**src/rtl/vga_pkg.sv**
```systemverilog
// Shared VGA 640x480@60 timing constants, sync bundle type and image-select decode.
package vga_pkg;

  localparam logic [9:0] H_VISIBLE    = 10'd640;
  localparam logic [9:0] H_FRONT      = 10'd16;
  localparam logic [9:0] H_SYNC       = 10'd96;
  localparam logic [9:0] H_BACK       = 10'd48;
  localparam logic [9:0] H_TOTAL      = H_VISIBLE + H_FRONT + H_SYNC + H_BACK;
  localparam logic [9:0] H_SYNC_START = H_VISIBLE + H_FRONT;
  localparam logic [9:0] H_SYNC_END   = H_SYNC_START + H_SYNC;

  localparam logic [9:0] V_VISIBLE    = 10'd480;
  localparam logic [9:0] V_FRONT      = 10'd10;
  localparam logic [9:0] V_SYNC       = 10'd2;
  localparam logic [9:0] V_BACK       = 10'd33;
  localparam logic [9:0] V_TOTAL      = V_VISIBLE + V_FRONT + V_SYNC + V_BACK;
  localparam logic [9:0] V_SYNC_START = V_VISIBLE + V_FRONT;
  localparam logic [9:0] V_SYNC_END   = V_SYNC_START + V_SYNC;

  localparam logic [7:0] IMG_W = 8'd160;
  localparam logic [7:0] IMG_H = 8'd120;

  typedef logic [14:0] image_addr_t;

  typedef struct packed {
    logic visible;
    logic hsync;
    logic vsync;
    logic frame_start;
  } sync_bundle_t;

  localparam sync_bundle_t SYNC_IDLE = '{visible: 1'b0, hsync: 1'b1, vsync: 1'b1, frame_start: 1'b0};

  typedef struct packed {
    logic       valid;
    logic [1:0] index;
  } image_pick_t;

  function automatic image_pick_t decode_select(input logic [3:0] sel);
    image_pick_t pick;
    pick = '0;
    case (sel)
      4'b0001: pick = '{valid: 1'b1, index: 2'd0};
      4'b0010: pick = '{valid: 1'b1, index: 2'd1};
      4'b0100: pick = '{valid: 1'b1, index: 2'd2};
      4'b1000: pick = '{valid: 1'b1, index: 2'd3};
      default: pick = '0;
    endcase
    return pick;
  endfunction

endpackage

```
**src/rtl/vga_delay_pipe.sv**
```systemverilog
// Fixed-depth shift register that keeps sync strobes aligned with ROM read latency.
module vga_delay_pipe
  import vga_pkg::*;
#(
  parameter int unsigned DEPTH = 2
) (
  input  logic         clk,
  input  logic         rst_n,
  input  sync_bundle_t raw,
  output sync_bundle_t delayed
);

  // One stage always exists; with DEPTH=0 it is simply bypassed by the output mux.
  localparam int unsigned SLOTS = (DEPTH == 0) ? 1 : DEPTH;

  sync_bundle_t stage [SLOTS];

  always_ff @(posedge clk) begin
    if (!rst_n) begin
      for (int unsigned i = 0; i < SLOTS; i++) stage[i] <= SYNC_IDLE;
    end else begin
      stage[0] <= raw;
      for (int unsigned i = 1; i < SLOTS; i++) stage[i] <= stage[i-1];
    end
  end

  assign delayed = (DEPTH == 0) ? raw : stage[SLOTS-1];

endmodule

```
**src/rtl/vga_timer.sv**
```systemverilog
// 800x525 raster counters, texel ROM addressing, per-frame image latch and delayed sync strobes.
module vga_timer
  import vga_pkg::*;
#(
  parameter int unsigned PIPE_DELAY  = 2,
  parameter int unsigned SCALE_SHIFT = 2
) (
  input  logic        clk_i,
  input  logic        rst_ni,
  input  logic [3:0]  image_select_i,
  output logic [9:0]  position_x_o,
  output logic [9:0]  position_y_o,
  output logic [14:0] rom_addr_o,
  output logic [1:0]  image_o,
  output logic        visible_o,
  output logic        hsync_o,
  output logic        vsync_o,
  output logic        frame_start_o
);

  logic [9:0]   x, y;
  logic [1:0]   image;
  logic         x_last, y_last;
  logic [7:0]   col, row;
  image_addr_t  addr;
  image_pick_t  pick;
  sync_bundle_t raw, delayed;

  assign x_last = (x == H_TOTAL - 10'd1);
  assign y_last = (y == V_TOTAL - 10'd1);
  assign pick   = decode_select(image_select_i);

  // Image is only taken in the final cycle of a frame so a frame never mixes sources.
  always_ff @(posedge clk_i) begin
    if (!rst_ni) begin
      x     <= '0;
      y     <= '0;
      image <= '0;
    end else begin
      x <= x_last ? '0 : x + 10'd1;
      if (x_last) y <= y_last ? '0 : y + 10'd1;
      if (x_last && y_last && pick.valid) image <= pick.index;
    end
  end

  always_comb begin
    raw.visible     = (x < H_VISIBLE) && (y < V_VISIBLE);
    raw.hsync       = !((x >= H_SYNC_START) && (x < H_SYNC_END));
    raw.vsync       = !((y >= V_SYNC_START) && (y < V_SYNC_END));
    raw.frame_start = (x == '0) && (y == '0);
  end

  // row*160 as two shifts; the texel bound also protects the ROM if SCALE_SHIFT changes.
  always_comb begin
    col  = 8'(x >> SCALE_SHIFT);
    row  = 8'(y >> SCALE_SHIFT);
    addr = '0;
    if (raw.visible && (col < IMG_W) && (row < IMG_H))
      addr = (image_addr_t'(row) << 7) + (image_addr_t'(row) << 5) + image_addr_t'(col);
  end

  vga_delay_pipe #(
    .DEPTH(PIPE_DELAY)
  ) u_pipe (
    .clk    (clk_i),
    .rst_n  (rst_ni),
    .raw    (raw),
    .delayed(delayed)
  );

  assign position_x_o  = x;
  assign position_y_o  = y;
  assign rom_addr_o    = addr;
  assign image_o       = image;
  assign visible_o     = delayed.visible;
  assign hsync_o       = delayed.hsync;
  assign vsync_o       = delayed.vsync;
  assign frame_start_o = delayed.frame_start;

endmodule

```
**config.mk**
```make
export PLATFORM = sky130hd
export DESIGN_NAME = vga_timer
export DESIGN_NICKNAME = d
export VERILOG_FILES = /design/src/rtl/vga_pkg.sv /design/src/rtl/vga_delay_pipe.sv /design/src/rtl/vga_timer.sv
export SDC_FILE = /design/constraint.sdc
export NUM_CORES = 1
export LEC_CHECK = 0
export ABC_CLOCK_PERIOD_IN_PS = 3270
export CORE_MARGIN = 5
export CORE_UTILIZATION = 49
export CTS_BUF_LIST = sky130_fd_sc_hd__clkbuf_4 sky130_fd_sc_hd__clkbuf_8 sky130_fd_sc_hd__clkbuf_16
export CTS_CLUSTER_DIAMETER = 40
export DETAILED_ROUTE_END_ITERATION = 10
export PLACE_DENSITY = 0.83
export SLEW_MARGIN = 20
export SYNTH_ARGS = -nofsm -noshare
export SYNTH_HDL_FRONTEND = slang
export SYNTH_SLANG_ARGS = --single-unit
```
**constraint.sdc**
```tcl
create_clock -name clk_i -period 3.27 [get_ports clk_i]
set_clock_uncertainty 0.15 [all_clocks]
set_input_delay 0.327 -clock clk_i [delete_from_list [all_inputs] [get_ports clk_i]]
set_output_delay 0.327 -clock clk_i [all_outputs]
set_load 0.005 [all_outputs]
```
-- Word-level counts from Yosys, hierarchy flattened
Memories as Yosys holds them, arrays and structs flattened.
Index checks and enable logic that the tools add are counted.
- add/sub/neg operators: 4
- multiply operators: 0
- divide/modulo/power cells: 0
- magnitude comparators: 8
- equality and inequality tests: 6
- shifts and indexed selects: 0
- muxes and demuxes: 7
- bitwise logic cells: 3
- reduce and logical (&&, ||, !) cells: 13
- operators by type and width (kind ; count):
    $add 10x1->10 const B ; 2
    $eq 10x10->1 const B ; 2
    $logic_not 10->1 ; 2
    $lt 10x10->1 const B ; 2
    $lt 10x9->1 const B ; 2
    $add 15x13->15 ; 1
    $add 15x8->15 ; 1
    $mux 15 ; 1
    $pmux 3 s4 ; 1
    $ge 10x10->1 const B ; 1
    $ge 10x9->1 const B ; 1
    $mux 10 ; 1
    $logic_and 1x1->1 ; 8
    $lt 8x7->1 const B ; 1
    $lt 8x8->1 const B ; 1
    $mux 4 ; 2
    $eq 4x1->1 const B ; 1
    $eq 4x2->1 const B ; 1
    $eq 4x3->1 const B ; 1
    $eq 4x4->1 const B ; 1
    $logic_not 1->1 ; 2
    $mux 1 ; 2
    $or 1x1->1 ; 2
    $reduce_or 2->1 ; 1
    $not 1->1 ; 1
- bits in registers: 22
- latch bits: 0
- memory bits (writable): 8
- memory bits (read-only): 0
- input port bits: 6
- output and inout port bits: 41
- logic and storage cells: 45
- memories kept: 1
- memories (memory ; words ; width ; read ports ; clocked after Yosys merged registers in ; wr ports ; RTL line ; RTL):
    u_pipe.stage ; 2 ; 4 ; 2 ; 0 ; 2 ; vga_delay_pipe.sv:16 ; sync_bundle_t stage [SLOTS];

-- Longest topological paths before layout
Gate-level depths: netlist (run 1).
- depth after elaboration: 5
- mapped depth: 8
- mapped depth without buffers: 8

-- Cells and area by module
From an unflattened synthesis (run 1), not the netlist that was laid out.
- cell total of the unflattened synthesis: 227
- area, all modules: 1939.4 um^2
- modules (own cells, without submodules) (module ; instances ; cells each ; area an instance (um^2) ; sequential area each (um^2)):
    vga_timer ; 1 ; 207 ; 1699.1 ; 440.4
    vga_delay_pipe ; 1 ; 20 ; 240.2 ; 160.2

-- Worst setup path before layout (run 1)
Ideal clock, no wire load.
- path kind: register to output
- start: register x[9], in the netlist position_x_o[9]
- end: output port rom_addr_o[14]
- data arrival time: 2.144 ns
- required time: 2.793 ns
- setup slack: 0.649 ns
- stages on the path, launching flop included: 9
- path through: dfxtp_1 -> inv_1 -> fa_1 -> inv_1 -> ha_1 -> nor2b_1 -> o31a_1 -> o31a_1 -> o41a_1
- word-level cells in the longest chain between the ends: 5
- RTL lines (item ; RTL line ; RTL):
    start, declared ; vga_timer.sv:21 ; logic [9:0] x, y;
    start signal, assigned ; vga_timer.sv:40 ; x <= x_last ? '0 : x + 10'd1;
    $lt 10x10->1 ; vga_timer.sv:47 ; raw.visible = (x < H_VISIBLE) && (y < V_VISIBLE);
    $logic_and 1x1->1 ; vga_timer.sv:47 ;
    $logic_and 1x1->1 (2 in series) ; vga_timer.sv:58 ; if (raw.visible && (col < IMG_W) && (row < IMG_H))
    $mux 15 * ; vga_timer.sv:58 ;
    end, declared ; vga_timer.sv:13 ; output logic [14:0] rom_addr_o,
Every way passes the cells marked *; elsewhere a longest branch is shown, timed or not.

-- Worst setup path after layout (run 1)
- start: register y[4], in the netlist position_y_o[4]
- end: output port rom_addr_o[14]
- word-level cells in the longest chain between the ends: 5
- RTL lines (item ; RTL line ; RTL):
    start, declared ; vga_timer.sv:21 ;
    start signal, assigned ; vga_timer.sv:41 ; if (x_last) y <= y_last ? '0 : y + 10'd1;
    parallel branches: the longest is 4 deep, another holds $add 15x13->15 ; -- ;
    $mux 15 * ; vga_timer.sv:58 ;
Mark *: on every way between the ends.

==> impl_metrics.toml, run 1 <==
[run_status]
status = "completed"

[clock_network]
cts_hold_buf = 0
cts_num_sinks = 30
cts_buffers = 5
cts_tree = "done"
path_clk_slew_ps = 60
clk_latency_ps = 280
cts_root_buf = "clkbuf_8"
htreeDepth = 2
clock_path_buffers = 2

[placement]
gp_congestion = 0.8757
dp.cells = 316
port_buffers = 46
hpwl_mm = 3.529

[synth]
netlist_instances = 221
synthFlopType = "dfxtp_1"
synthMuxAreaShare_pct = 1.555
synth_fp_nets = 248
syn-cell-area_um2 = 1931
synth_area_leader_cell = "dfxtp_1"
ys_ff_latch = 30
async_flop_share_pct = 0
synth.avg_cell_area_um2 = 8.736
yosysSeqAreaShare_pct = 31.11
synth_area_leaders = "dfxtp_1 31%, ha_1 12%, xnor2_1 5.9%"
synth_top_area_share_pct = 31.11
synthSimpleGateAreaFrac_pct = 28.65
synth_compound_area_share_pct = 10.24
ys_warn_count = 0
synth_top_family_by_area = "simple AND/OR/NAND/NOR gates"
synth_most_common_cell = "dfxtp_1"
synth_fa_ha_area_share_pct = 14.39
yosysUniqueCellTypes = 42
synth-xor-area-share_pct = 7.712
synthTopCellsByCount = "30 x dfxtp_1, 24 x nor2_1, 19 x ha_1, 16 x inv_1"
synth-edff-count = 0

[floorplanning]
row_count = 22
start_util_pct = 51.57
core_area_um2 = 3744
die_w_um = 72.77
die_area_um2 = 5295
ios = 47
die_h_um = 72.77

[global_route]
grt_pass1_wl_mm = 8.169
grt_max_degree = 15
gr-total-overflow = 0
grt_pass1_vias = 1719
antenna_found_initial = 0
groute.usage.overall_pct = 19.42

[final_layout]
layout.cells.non_filler = 328
fin_nets = 306
areaGrowthSynthToFinish_pct = 35.32
num_antenna_cells = 0
drive_gt1_share_pct = 15.71

[critical_path]
path_class = "register to output port"
arrival_ps = 2660
cp-endpoint = "rom_addr_o[14]"
crit_path_end_kind = "output port"
cp-startpoint = "position_y_o[4]"
critPathMaxFanout = 3
r2r_slack_ps = 1130
required_ps = 2790
startpoint_type = "register"
reg2regPathDepth = 5
r2r_start = "position_x_o[0]"
timing.rr.end = "position_y_o[2]"

[timing]
period_minus_slack_ps = 3135
finalHoldViolations = 0
relSlewSlack_pct = 65.99
min_period_over_period_pct = 95.86
drv_slew = 0
max_freq_ghz = 0.3190
rsz0062_at_grt = "no"
hold_slack_ps = 258.7
setup-tns-final_ps = 0
setup_violations = 0
tightest_slew_ps = 509.4

[power]
pwr-share-seq_pct = 51.7
p_int_uw = 572.9
pwr-share-comb_pct = 5.8
ir_drop_v = 0.0002095
p_switching_uw = 158.1
power_frac_clock_pct = 42.5
power_density_nw_per_um2 = 279.8
p_leak_nw = 1.110
swShare_pct = 21.63

[detailed_routing]
vias_per_cell = 5.701
vias = 1870
wirelength_mm = 4.940
ant_nets = 0
drcViolationCount = 0
wire_per_inst_um = 15.06
drt_first_pass_iters = 4
drt_iter0_drc = 145

[run]
drv_cap = 0

[min_path]
hold_path_class = "register to register"
-- routing by layer --
layer  part of all wire, %  up-vias  track usage (%)
li1                      -      906                -
met1                    47      888            26.70
met2                    47       65            29.76
met3                   4.7       11            4.270
met4                   2.0        0            6.967
met5                     0        -                0
-- cell type report --
type | instances | area (um2)
multi-input cells | 168 | 1245
clock buffers | 7 | 90.09
repair buffers | 58 | 544.3
flip-flops and latches | 30 | 608.1
well taps | 48 | 60.06
fillers | 298 | 1131
clock inverters | 1 | 5.005
inverters | 16 | 60.06
-- state kept, by name (all words and copies together), names as in the netlist --
name          cells
position_y_o     10
u_pipe.stage      8
position_x_o     10
image_o           2
-- worst min-delay path by stage --
stage	slack (ps)	depth (start not counted)	startpoint	to
after floorplan	240	1	u_pipe.stage[0][1]	u_pipe.stage[0][5]
after global placement	240	1	u_pipe.stage[0][2]	u_pipe.stage[0][6]
after detailed placement	250	1	u_pipe.stage[0][2]	u_pipe.stage[0][6]
after CTS	260	1	u_pipe.stage[0][2]	u_pipe.stage[0][6]
after global routing	290	1	u_pipe.stage[0][2]	u_pipe.stage[0][6]
final	260	1	u_pipe.stage[0][2]	u_pipe.stage[0][6]
-- cell families (layout without fill, tap and decap cells) --
logic type      Yosys count  count (layout)
mux                       3               3
buf+inv                  23              82
fa+ha+maj                21              21
simple gates             98              98
compound gates           29              29
xor+xnor                 17              17
flops                    30              30
-- worst max-delay path: stages (launching register included) --
cell and delay [ps]:
dfxtp_1 350, inv_1 80, fa_2 550, fa_2 200, nor2b_2 50, o31a_1 270
buf_4 150, o31a_1 300, o41a_1 310, clkbuf_2 110
-- metrics by stage --
step / instance area [um2] / util [%] / power (mW) / setup WS (ps)
3_5_place_dp: 2449 / 65.41 / 0.4287 / 92.04
4_1_cts: 2555 / 68.25 / 0.7404 / 8.139
6_report: 2613 / 69.79 / 0.7311 / 135.3
5_1_grt: 2613 / 69.79 / 0.7592 / 28.70
2_1_floorplan: 1931 / - / 0.4040 / 648.8
3_3_place_gp: 2449 / 65.41 / 0.4280 / 239.4
-- cell usage in the layout, fill, tap and decap left out, types with 3 or more instances in the layout --
master	synthesis	routed
clkdlybuf4s50_1	0	41
dfxtp_1	30	26
nor2_1	24	24
ha_1	19	17
inv_1	16	13
nand3_1	13	13
xnor2_1	13	13
buf_4	0	12
nand2_1	10	10
nand4_1	8	8
o21ai_0	7	7
and2_1	7	7
nor3_1	6	6
or3_1	6	6
clkbuf_8	2	6
and3_1	5	5
or4_1	5	5
a21oi_1	6	5
xor2_1	4	4
inv_2	0	3
nand2b_1	3	3
mux2i_1	3	3
dfxtp_2	0	3
-- what timing repair did --
action	in CTS	in global routing
endpoints found under the setup margin	3	5
pin swaps	1	6
gates cloned	0	0
gates resized for setup	6	19
setup buffers	1	3
-- power groups by stage --
stage | Clock, mW | Sequential (mW) | Combinational (mW)
CTS | 0.319 | 0.378 | 0.0429
global route | 0.333 | 0.379 | 0.0475
finish | 0.311 | 0.378 | 0.0427
floorplan | 0 | 0.385 | 0.0189
detailed placement | 0 | 0.386 | 0.0425
global placement | 0 | 0.386 | 0.0418
Power figures use the tool's default switching activity.
==> run 2: changes to the inputs <==
--- a/config.mk
+++ b/config.mk
@@ -12,6 +12,7 @@
 export CTS_CLUSTER_DIAMETER = 40
 export DETAILED_ROUTE_END_ITERATION = 10
 export PLACE_DENSITY = 0.83
+export SKIP_CTS_REPAIR_TIMING = 1
 export SLEW_MARGIN = 20
 export SYNTH_ARGS = -nofsm -noshare
 export SYNTH_HDL_FRONTEND = slang
==> impl_metrics.toml, run 2 (synthesis gave the netlist of run 1 again) <==
[critical_path]
crit_path_end_kind = "output port"
required_ps = 2790
worstPathCellList = "inv_1 > fa_1 > inv_1 > ha_1 > a21oi_2 > buf_4 > o21bai_1 > xnor2_1 > nor2_1 > clkdlybuf4s50_1"
timing.rr.end = "position_y_o[2]"
critPathMaxFanout = 2
r2r_slack_ps = 1130
path_class = "register to output port"
crit_slowest_cell = "fa_1"
path_depth = 10
arrival_ps = 2720
crit_path_frequent_cell = "inv_1"
reg2regPathDepth = 5
slowest_delay_ps = 570
r2r_start = "position_x_o[0]"
startpoint_type = "register"
critPathBufInv = 4
path_delay_family = "adder cells"

[global_route]
antenna_found_initial = 0
grt_pass1_vias = 1699
groute.usage.overall_pct = 18.99
grt_pass1_wl_mm = 8.004
grt_max_degree = 15
gr-total-overflow = 0

[timing]
max_freq_ghz = 0.3125
tightest_slew_ps = 499.8
relSlewSlack_pct = 66.64
finalHoldViolations = 0
setup-tns-final_ps = 0
setup_violations = 0
drv_slew = 0
timing.final.ws_setup_ps = 69.79
min_period_over_period_pct = 97.87
period_minus_slack_ps = 3200

[floorplanning]
die_w_um = 72.77
ios = 47
core_area_um2 = 3744
die_area_um2 = 5295
start_util_pct = 51.57
die_h_um = 72.77
row_count = 22

[detailed_routing]
wire_per_inst_um = 14.58
vias = 1840
drt_first_pass_iters = 4
ant_nets = 0
wirelength_mm = 4.767
vias_per_cell = 5.627
drcViolationCount = 0
drt_iter0_drc = 159

[min_path]
whs_path_depth = 1
holdPathEnd = "u_pipe.stage[0][6]"
worstHoldStart = "u_pipe.stage[0][2]"
hold_path_class = "register to register"

[power]
power_frac_clock_pct = 42.6
total_power_uw = 733.0
p_leak_nw = 1.154
pwr-share-seq_pct = 51.6
power_density_nw_per_um2 = 282.2
pwr-share-comb_pct = 5.8
p_switching_uw = 159.3
swShare_pct = 21.73
p_int_uw = 573.7
ir_drop_v = 0.0002088

[clock_network]
cts_num_sinks = 30
clk_latency_ps = 280
path_clk_slew_ps = 60
htreeDepth = 2
cts_buffers = 5
cts_root_buf = "clkbuf_8"
clock_path_buffers = 2
cts_tree = "done"

[final_layout]
fin_nets = 305
drive_gt1_share_pct = 11.47
final_common_cell = "clkdlybuf4s50_1"
final_cell_mix = "41 x clkdlybuf4s50_1, 29 x dfxtp_1, 24 x nor2_1"
finalInstanceArea_um2 = 2597
num_antenna_cells = 0
postLayoutCoreUtil_pct = 69.38
areaGrowthSynthToFinish_pct = 34.54

[placement]
gp_congestion = 0.8757
pre_cts_slack_ps = 92.04
port_buffers = 46
hpwl_mm = 3.529
post_dp_cell_area_um2 = 2449

[run]
drv_cap = 0

[run_status]
status = "completed"
run 2: cell types whose count changed in the layout (fill, tap and decap cells not counted), sizes merged:
cell,delta
buf,-1
clkbuf,-2
dlygate4sd2,-1
dlymetal6s2s,+3
run 2: metal layers:
metal	vias up	global-route usage [%]	routed length, um
li1	901	-	-
met1	869	26.28	2211
met2	61	28.76	2226
met3	9	4.270	248
met4	0	6.967	81
met5	-	0	0
run 2: how the worst max path moves through the flow:
stage / from / endpoint / slack, ps
CTS: position_y_o[2] / rom_addr_o[12] / -220
detailed placement: position_y_o[2] / rom_addr_o[12] / 90
floorplan: position_x_o[9] / rom_addr_o[14] / 650
finish: position_y_o[4] / rom_addr_o[9] / 70
global placement: position_x_o[9] / rom_addr_o[12] / 240
global route: position_y_o[4] / rom_addr_o[9] / -30
run 2: cell type report:
| class | count | area [um2] |
|---|---|---|
| Fill cell | 308 | 1146 |
| Multi-Input combinational cell | 168 | 1225 |
| Inverter | 16 | 60.06 |
| Sequential cell | 30 | 601.8 |
| Clock buffer | 7 | 90.09 |
| Tap cell | 48 | 60.06 |
| Timing Repair Buffer | 57 | 555.5 |
| Clock inverter | 1 | 5.005 |
run 2: through the flow:
step / hold slack, ps / cells
3_5_place_dp: 249.1 / 316
5_1_grt: 294.0 / 327
3_3_place_gp: 241.3 / 316
2_1_floorplan: 236.3 / 221
4_1_cts: 261.7 / 324
6_report: 258.8 / 327
run 2: power by group through the flow:
| stage | logic (mW) | registers, mW | clock network, mW |
|---|---|---|---|
| floorplan | 0.0189 | 0.385 | 0 |
| global placement | 0.0418 | 0.386 | 0 |
| detailed placement | 0.0425 | 0.386 | 0 |
| CTS | 0.0429 | 0.378 | 0.319 |
| global route | 0.0475 | 0.380 | 0.333 |
| finish | 0.0425 | 0.378 | 0.312 |
